==> src/rtl/uart_pkg.sv <==
// Shared UART definitions: parity encodings, TX FSM states, baud divisor helper.
package uart_pkg;

   localparam int unsigned PAR_NONE = 0;
   localparam int unsigned PAR_ODD  = 1;
   localparam int unsigned PAR_EVEN = 2;

   typedef enum logic [2:0] {
      ST_IDLE  = 3'd0,
      ST_START = 3'd1,
      ST_DATA  = 3'd2,
      ST_PAR   = 3'd3,
      ST_STOP  = 3'd4
   } tx_state_e;

   // Clock cycles per bit period, integer-truncated.
   function automatic int unsigned baud_cnt_max(input int unsigned clk_freq,
                                                input int unsigned bps);
      return clk_freq / bps;
   endfunction

endpackage

==> src/rtl/uart_baud_gen.sv <==
// Bit-period timer: counts 0..CNT_MAX-1 while enabled, held at zero otherwise.
module uart_baud_gen #(
   parameter int unsigned CNT_MAX = 5208
) (
   input  logic system_clk,
   input  logic system_rst_n,
   input  logic en,
   output logic bit_end,
   output logic bit_pre_end
);

   localparam int unsigned CNT_W = (CNT_MAX > 1) ? $clog2(CNT_MAX) : 1;

   logic [CNT_W-1:0] cnt_q;

   // Divisor must leave room for a distinct next-to-last count.
   generate
      if (CNT_MAX < 2) begin : g_bad_cnt_max
         $error("uart_baud_gen: CNT_MAX must be at least 2");
      end
   endgenerate

   // Free-running bit-period counter, cleared whenever disabled.
   always_ff @(posedge system_clk or negedge system_rst_n) begin
      if (!system_rst_n) begin
         cnt_q <= '0;
      end else if (!en || (cnt_q == CNT_W'(CNT_MAX - 1))) begin
         cnt_q <= '0;
      end else begin
         cnt_q <= cnt_q + CNT_W'(1);
      end
   end

   // Last and next-to-last cycle of the current bit period.
   assign bit_end     = en && (cnt_q == CNT_W'(CNT_MAX - 1));
   assign bit_pre_end = en && (cnt_q == CNT_W'(CNT_MAX - 2));

endmodule

==> src/rtl/uart_tx_cfg.sv <==
// Configurable UART transmitter with busy/done handshake; LSB first, idle high.
module uart_tx_cfg
   import uart_pkg::*;
#(
   parameter int unsigned UART_BPS  = 9600,
   parameter int unsigned CLK_FREQ  = 50000000,
   parameter int unsigned DATA_W    = 8,
   parameter int unsigned PARITY    = 0,
   parameter int unsigned STOP_BITS = 1
) (
   input  logic              system_clk,
   input  logic              system_rst_n,
   input  logic [DATA_W-1:0] pi_data,
   input  logic              pi_flag,
   output logic              po_busy,
   output logic              po_done,
   output logic              tx
);

   localparam int unsigned BAUD_CNT_MAX = baud_cnt_max(CLK_FREQ, UART_BPS);
   localparam bit          HAS_PAR      = (PARITY != PAR_NONE);
   localparam int unsigned BIT_W        = $clog2(DATA_W + 1);
   localparam int unsigned PAD_W        = 1 << BIT_W;

   // Reject frame formats the FSM does not support.
   generate
      if ((DATA_W < 5) || (DATA_W > 9) || (PARITY > 2) ||
          ((STOP_BITS != 1) && (STOP_BITS != 2)) || (BAUD_CNT_MAX < 2)) begin : g_bad_param
         $error("uart_tx_cfg: illegal DATA_W, PARITY, STOP_BITS or baud divisor");
      end
   endgenerate

   tx_state_e         state_q;
   logic [DATA_W-1:0] data_q;
   logic [BIT_W-1:0]  bit_cnt_q;
   logic              tx_q;
   logic              busy_q;
   logic              done_q;

   logic              bit_end;
   logic              bit_pre_end;
   logic [PAD_W-1:0]  data_pad;
   logic [BIT_W-1:0]  nxt_idx;
   logic              par_bit;
   logic              last_data;
   logic              last_stop;

   uart_baud_gen #(
      .CNT_MAX (BAUD_CNT_MAX)
   ) u_baud_gen (
      .system_clk   (system_clk),
      .system_rst_n (system_rst_n),
      .en           (state_q != ST_IDLE),
      .bit_end      (bit_end),
      .bit_pre_end  (bit_pre_end)
   );

   // Data word padded to a power of two so the bit counter indexes it exactly.
   assign data_pad  = PAD_W'(data_q);
   assign nxt_idx   = bit_cnt_q + BIT_W'(1);
   assign par_bit   = (PARITY == PAR_EVEN) ? (^data_q) : (~^data_q);
   assign last_data = (bit_cnt_q == BIT_W'(DATA_W - 1));
   assign last_stop = (bit_cnt_q == BIT_W'(STOP_BITS - 1));

   // Frame sequencer; every line/handshake output is set one cycle ahead.
   always_ff @(posedge system_clk or negedge system_rst_n) begin
      if (!system_rst_n) begin
         state_q   <= ST_IDLE;
         data_q    <= '0;
         bit_cnt_q <= '0;
         tx_q      <= 1'b1;
         busy_q    <= 1'b0;
         done_q    <= 1'b0;
      end else begin
         done_q <= 1'b0;
         case (state_q)
            ST_IDLE: begin
               tx_q   <= 1'b1;
               busy_q <= 1'b0;
               if (pi_flag) begin
                  data_q    <= pi_data;
                  bit_cnt_q <= '0;
                  tx_q      <= 1'b0;
                  busy_q    <= 1'b1;
                  state_q   <= ST_START;
               end
            end
            ST_START: begin
               if (bit_end) begin
                  tx_q      <= data_q[0];
                  bit_cnt_q <= '0;
                  state_q   <= ST_DATA;
               end
            end
            ST_DATA: begin
               if (bit_end) begin
                  if (last_data) begin
                     bit_cnt_q <= '0;
                     if (HAS_PAR) begin
                        tx_q    <= par_bit;
                        state_q <= ST_PAR;
                     end else begin
                        tx_q    <= 1'b1;
                        state_q <= ST_STOP;
                     end
                  end else begin
                     tx_q      <= data_pad[nxt_idx];
                     bit_cnt_q <= nxt_idx;
                  end
               end
            end
            ST_PAR: begin
               if (bit_end) begin
                  tx_q      <= 1'b1;
                  bit_cnt_q <= '0;
                  state_q   <= ST_STOP;
               end
            end
            ST_STOP: begin
               if (bit_pre_end && last_stop) begin
                  done_q <= 1'b1;
               end
               if (bit_end) begin
                  if (last_stop) begin
                     bit_cnt_q <= '0;
                     busy_q    <= 1'b0;
                     tx_q      <= 1'b1;
                     state_q   <= ST_IDLE;
                  end else begin
                     bit_cnt_q <= nxt_idx;
                  end
               end
            end
            default: begin
               tx_q      <= 1'b1;
               busy_q    <= 1'b0;
               bit_cnt_q <= '0;
               state_q   <= ST_IDLE;
            end
         endcase
      end
   end

   assign tx      = tx_q;
   assign po_busy = busy_q;
   assign po_done = done_q;

endmodule

==> config.mk <==
export PLATFORM = sky130hd
export DESIGN_NAME = uart_tx_cfg
export DESIGN_NICKNAME = d
export VERILOG_FILES = /design/src/rtl/uart_pkg.sv /design/src/rtl/uart_baud_gen.sv /design/src/rtl/uart_tx_cfg.sv
export SDC_FILE = /design/constraint.sdc
export NUM_CORES = 1
export LEC_CHECK = 0
export BUFFER_PORTS_ARGS = -buffer_cell sky130_fd_sc_hd__buf_2
export CORE_ASPECT_RATIO = 1.75
export CORE_MARGIN = 3
export CORE_UTILIZATION = 40
export CTS_BUF_LIST = sky130_fd_sc_hd__clkbuf_8 sky130_fd_sc_hd__clkbuf_16
export DETAILED_ROUTE_END_ITERATION = 12
export SETUP_SLACK_MARGIN = 0.5
export SYNTH_ARGS = -nofsm -noshare
export SYNTH_HDL_FRONTEND = slang
export SYNTH_HIERARCHICAL = 1
export SYNTH_SLANG_ARGS = --single-unit
export TNS_END_PERCENT = 5
==> constraint.sdc <==
create_clock -name system_clk -period 2.7 [get_ports system_clk]
set_input_delay 0.27 -clock system_clk [delete_from_list [all_inputs] [get_ports system_clk]]
set_output_delay 0.27 -clock system_clk [all_outputs]
set_load 0.01 [all_outputs]
# Word level (Yosys, flattened, before mapping)
# Cells that the tools add are included.
dict set report op_classes {
  add_sub_neg 2
  magnitude_cmp 1
  n_eq_ne 15
  mux 32
  bitwise 1
  reduce_logical 15
}
# operator n
set op_table {}
lappend op_table {{13-bit equality test (second input constant)} 2}
lappend op_table {{4-bit two-way mux} 6}
lappend op_table {{3-bit two-way mux} 7}
lappend op_table {{4-bit case mux with 4 select lines} 1}
lappend op_table {{3-bit case mux with 5 select lines} 1}
lappend op_table {{2-bit != test (second input constant)} 7}
lappend op_table {{13-bit by 1-bit adder with 13-bit output (second input constant)} 1}
lappend op_table {{1-bit two-way mux} 13}
lappend op_table {{13-bit two-way mux} 1}
lappend op_table {{7-bit AND reduction} 1}
lappend op_table {{3-bit by 2-bit equality test with 1-bit output (second input constant)} 2}
lappend op_table {{4-bit by 5-bit < comparator with 1-bit output (second input constant)} 1}
lappend op_table {{1-bit case mux with 5 select lines} 1}
lappend op_table {{5-bit AND reduction} 1}
lappend op_table {{4-bit by 1-bit adder with 4-bit output (second input constant)} 1}
lappend op_table {{1-bit binary-select mux with 4-bit select} 1}
lappend op_table {{4-bit by 3-bit equality test with 1-bit output (second input constant)} 1}
lappend op_table {{4-bit logical NOT} 1}
lappend op_table {{4-bit AND reduction} 1}
lappend op_table {{3-bit by 1-bit equality test with 1-bit output (second input constant)} 1}
lappend op_table {{3-bit equality test (second input constant)} 1}
lappend op_table {{1-bit logical AND} 3}
lappend op_table {{3-bit logical NOT} 1}
lappend op_table {{1-bit case mux with 3 select lines} 1}
lappend op_table {{9 further kinds} 9}
dict set report totals {
  register_bits 31
  in_bits 11
  output_inout_bits 3
  elab_cells 73
}

# Depth between registers and ports, before layout
dict set report depth {
  ltp_word 6
  ltp_mapped 9
}

# Modules after synthesis
# Netlist, hierarchy kept.
# mod n_inst cells_each area_each_um2
set by_module_without_submodules {}
lappend by_module_without_submodules {uart_tx_cfg 1 95 1061.0}
lappend by_module_without_submodules {uart_baud_gen 1 70 708.2}

# Worst setup path after synthesis
# Ideal clock, no wire load.
dict set report synth_timing {
  path_kind {flip-flop to flip-flop}
  startpoint {register state_q[0]}
  endpoint {register bit_cnt_q[3]}
  setup_time_ns 0.076
  t_arrival_ns 2.021
  required_time_ns 2.624
  slack_ns 0.602
  stages_incl_launch_ff 10
  n_path_buf 1
  synth_period_minus_slack_ns 2.098
  path_cell_list {dfrtp_1 > buf_2 > or3_1 > nand4bb_1 > or3_1 > nor2_1 > mux2i_1 > mux2_2 > a21o_1 > o21ai_1}
}
dict set report synth_via {
  elab_chain_cells 4
}
# element line_no
set synth_rtl {}
lappend synth_rtl {{start, declared} uart_tx_cfg.sv:33} ;# tx_state_e state_q;
lappend synth_rtl {{start signal, assigned} uart_tx_cfg.sv:68} ;# state_q <= ST_IDLE;
lappend synth_rtl {{start signal, assigned} uart_tx_cfg.sv:85} ;# state_q <= ST_START;
lappend synth_rtl {{start signal, assigned} uart_tx_cfg.sv:92} ;# state_q <= ST_DATA;
lappend synth_rtl {{3-bit nonzero test *} uart_tx_cfg.sv:53} ;# .en (state_q != ST_IDLE),
lappend synth_rtl {{1-bit logical AND *} uart_baud_gen.sv:35} ;# assign bit_end = en && (cnt_q == CNT_W'(CNT_MAX - 1));
lappend synth_rtl {{via bit_end} uart_tx_cfg.sv:40} ;# logic bit_end;
lappend synth_rtl {{2-bit by 1-bit != test with 1-bit output (no source line) or 2-bit != test (tied branches)} --}
lappend synth_rtl {{4-bit AND reduction (no source line) *} --}
lappend synth_rtl {{end signal, assigned} uart_tx_cfg.sv:108} ;# bit_cnt_q <= nxt_idx;
lappend synth_rtl {{end signal, assigned} uart_tx_cfg.sv:130} ;# bit_cnt_q <= nxt_idx;
lappend synth_rtl {{end, declared} uart_tx_cfg.sv:35} ;# logic [BIT_W-1:0] bit_cnt_q;
# Mark *: on every way through the listed nets, which the timed path passes. The rest lies on a longest branch.
# A chain may end at the register's enable or synchronous reset.

# Final worst setup path
dict set report layout_timing {
  startpoint {register state_q[1]}
  endpoint {register bit_cnt_q[1]}
}
# Same word-level chain as after synthesis.

==> results.yml <==
pwr:
  p_leak_nw: 0.811
  pwr_density_cell_mw_per_mm2: 653
  peakVddDrop_v: 0.000420
  finalPower_w: 0.00132
timing:
  fmax_mhz: 460
  tightestPinTransition_ns: 0.722
  finalMaxSlewViolations: 0
  fin_setup_tns_ns: 0
  slew_headroom_pct: 51.9
  rsz0062_at_grt: "true"
  period_share_pct: 80.5
  worst_hold_slack_ns: 0.0472
  setup_ws_ns: 0.526
  fin_skew_ns: 0.0100
  final-hold-violation-count: 0
  finalSetupViolCount: 0
  min_period_ns: 2.17
setup_path:
  crit_path_start_kind: "register"
  cpMostUsedCell: "or3_4"
  cp_slowest_cell: "dfrtp_2"
  crit_type: "register to register"
  worst_path_largest_cell_delay_ns: 0.46
  cp.arrival_ns: 2.36
  cp.required_ns: 2.89
  worstSetupEndpointType: "register"
  crit_fanout: 11
  crit_chain: "or3_4 > nand4bb_1 > or3_4 > nor2_4 > mux2i_1 > mux2_2 > a21o_1 > o22ai_1"
finish:
  drive_gt1_share_pct: 23.0
  register_area_um2: 782
  areaGrowthSynthToFinish_pct: 14.1
  final_util_pct: 48.2
  antennaDiodeCount: 0
  multi_input_area_um2: 957
  nFillCells: 409
  layout.nets: 197
route:
  wl_per_cell_um: 17.0
  avgViaCountPerCell: 5.82
  drt-total-wl_mm: 3.94
  drt_iter0_markers: 44
  drcViolationCount: 0
  vias: 1350
  first_pass_iters: 4
  ant_nets: 0
grt:
  grt_max_degree: 32
  grt_first_pass_wirelength_mm: 6.76
  antenna_found_initial: 0
  grt_pass1_vias: 1447
  grt-ovfl-total: 0
  track_usage_pct: 16.6
synth:
  yosysTopAreaCell: "dfrtp_1"
  synth_edf_count: 0
  netlist_area_mm2: 0.00177
  yosys.area.top_type_share_pct: 42.4
  yosys_warnings: 6
  synthArstFlopShare_pct: 100
  syn_inst: 165
  yosysSeqAreaShare_pct: 43.9
  synthTopCellsByArea: "dfrtp_1 (42%), mux2_1 (5.1%), mux4_1 (3.0%)"
  ys_ff_latch: 31
  synthesis.nets: 180
  synth_ff_type: "dfrtp_1"
  synth.distinct_cells: 49
  avgSynthCellArea_um2: 10.7
floorplan:
  start_util_pct: 42.2
  die_w_um: 56.3
  die-area_mm2: 0.00529
  rows: 31
  ios: 14
  core_area_mm2: 0.00419
  die_h_um: 94.0
place:
  io_buffers: 13
  hpwl_mm: 2.89
  place_ws_ns: 0.239
  place.gp.congestion: 0.934
clock_tree:
  cts_max_level: 2
  clock_sinks: 31
  clkTransAtPathRegs_ns: 0.07
  root_buffer: "clkbuf_8"
  insertion_delay_ns: 0.28
  clockBufferDepth: 2
  numCtsBuffers: 5
  cts_tree: "built"
min_path:
  hp-class: "input pin to async pin"
run_status:
  status: "finished, final reports clean"
run:
  max_cap_violations: 0
[final timing paths]
kind                                             start                        to  slack (ns)  cells after the start
worst max-delay path            state_q[1]$_DFFE_PN0P_  bit_cnt_q[1]$_DFFE_PN0P_        0.53                      8
worst min-delay path                      system_rst_n  bit_cnt_q[3]$_DFFE_PN0P_        0.05                      1
worst max register to register  state_q[1]$_DFFE_PN0P_  bit_cnt_q[1]$_DFFE_PN0P_        0.53                      8
worst min register to register   data_q[3]$_DFFE_PN0P_     data_q[3]$_DFFE_PN0P_        0.49                      1
max in group asynchronous                 system_rst_n  bit_cnt_q[0]$_DFFE_PN0P_        2.15                      1
min in group system_clk                     pi_data[5]     data_q[5]$_DFFE_PN0P_        0.21                      2
[layer usage]
layer,GRT usage [%],vias up,part of all wire (%)
li1,-,641,-
met1,16.9,683,37
met5,0,-,0
met3,3.44,11,1.9
met2,30.8,15,58
met4,8.91,0,2.9
[registers in the layout, summed over array words and instances (netlist names)]
register,flops
state_q,3
data_q,8
po_busy,1
po_done,1
bit_cnt_q,4
u_baud_gen/cnt_q,13
tx,1
[stage by stage]
stage | std cells | area (um^2)
floorplan | 165 | 1770
global placement | 223 | 1870
detailed placement | 223 | 1870
CTS | 232 | 1990
global route | 232 | 2020
finish | 232 | 2020
[synthesized netlist by cell type (2+ instances only)]
cell type,number
ha_1,4
inv_1,10
or3_1,6
a21o_1,2
o21ai_0,6
mux2_2,3
nand2_1,8
dfrtp_1,30
o31ai_1,4
xnor2_1,2
or3b_1,2
or4_1,4
mux2_1,8
or2_1,2
nand3_1,5
buf_2,3
a21oi_1,10
mux4_1,2
nor2_1,12
o21ai_1,3
nand4bb_1,4
mux2i_1,5
a31oi_1,2
nor3b_1,2
xor2_1,2
[cell type report]
cell class                      instances  area share, %
Sequential cell                        31           38.7
Tap cell                               49           3.04
Clock inverter                          1          0.186
Timing Repair Buffer                   15           3.97
Clock buffer                            7           4.77
Multi-Input combinational cell        119           47.4
Inverter                               10           1.86
[worst max-delay path: cells and delay by family (launching register included)]
| kind | cells | cell delay (ns) |
|---|---|---|
| flops | 1 | 0.46 |
| mux | 2 | 0.44 |
| compound gates | 2 | 0.38 |
| simple gates | 4 | 0.80 |
[logic make-up after synthesis]
family | synth area share (%)
mux | 12.8
compound gates | 13.9
simple gates | 20.5
xor+xnor | 1.98
flops | 43.9
fa+ha+maj | 2.83
buf+inv | 4.03
[power by group]
part | internal [W] | switching [W]
combinational | 0.000137 | 0.000129
clock | 0.000229 | 0.000166
sequential | 0.000563 | 0.0000953
[cells in the final DEF, fill, tap and decap left out, types with 2 or more instances in the layout]
| cell type | Yosys | final |
|---|---|---|
| inv_1 | 10 | 11 |
| or2_1 | 2 | 2 |
| dfrtp_2 | 0 | 4 |
| nand2_1 | 8 | 8 |
| or4_1 | 4 | 4 |
| or3_1 | 6 | 4 |
| o31ai_1 | 4 | 4 |
| a21o_1 | 2 | 2 |
| xor2_1 | 2 | 2 |
| dfrtp_1 | 30 | 26 |
| nor3b_1 | 2 | 2 |
| mux2_2 | 3 | 3 |
| or3_4 | 0 | 2 |
| a21oi_1 | 10 | 10 |
| nand4bb_1 | 4 | 3 |
| ha_1 | 4 | 3 |
| mux4_1 | 2 | 2 |
| o21ai_1 | 3 | 3 |
| clkbuf_8 | 0 | 7 |
| buf_4 | 1 | 2 |
| nor2_1 | 12 | 11 |
| or3b_1 | 2 | 2 |
| mux2i_1 | 5 | 5 |
| mux2_1 | 8 | 8 |
| xnor2_1 | 2 | 2 |
| o21ai_0 | 6 | 6 |
| buf_2 | 3 | 13 |
| a31oi_1 | 2 | 2 |
| nor2_4 | 1 | 2 |
| nand3_1 | 5 | 5 |
[what timing repair did]
action                                  4_1_cts  5_1_grt
resized for setup                             6        4
setup buffers                                 1        0
hold endpoints to repair                      0        0
hold buffers                                  0        0
endpoints found under the setup margin        5        5
No activity file was read; power rests on OpenSTA's default activity.
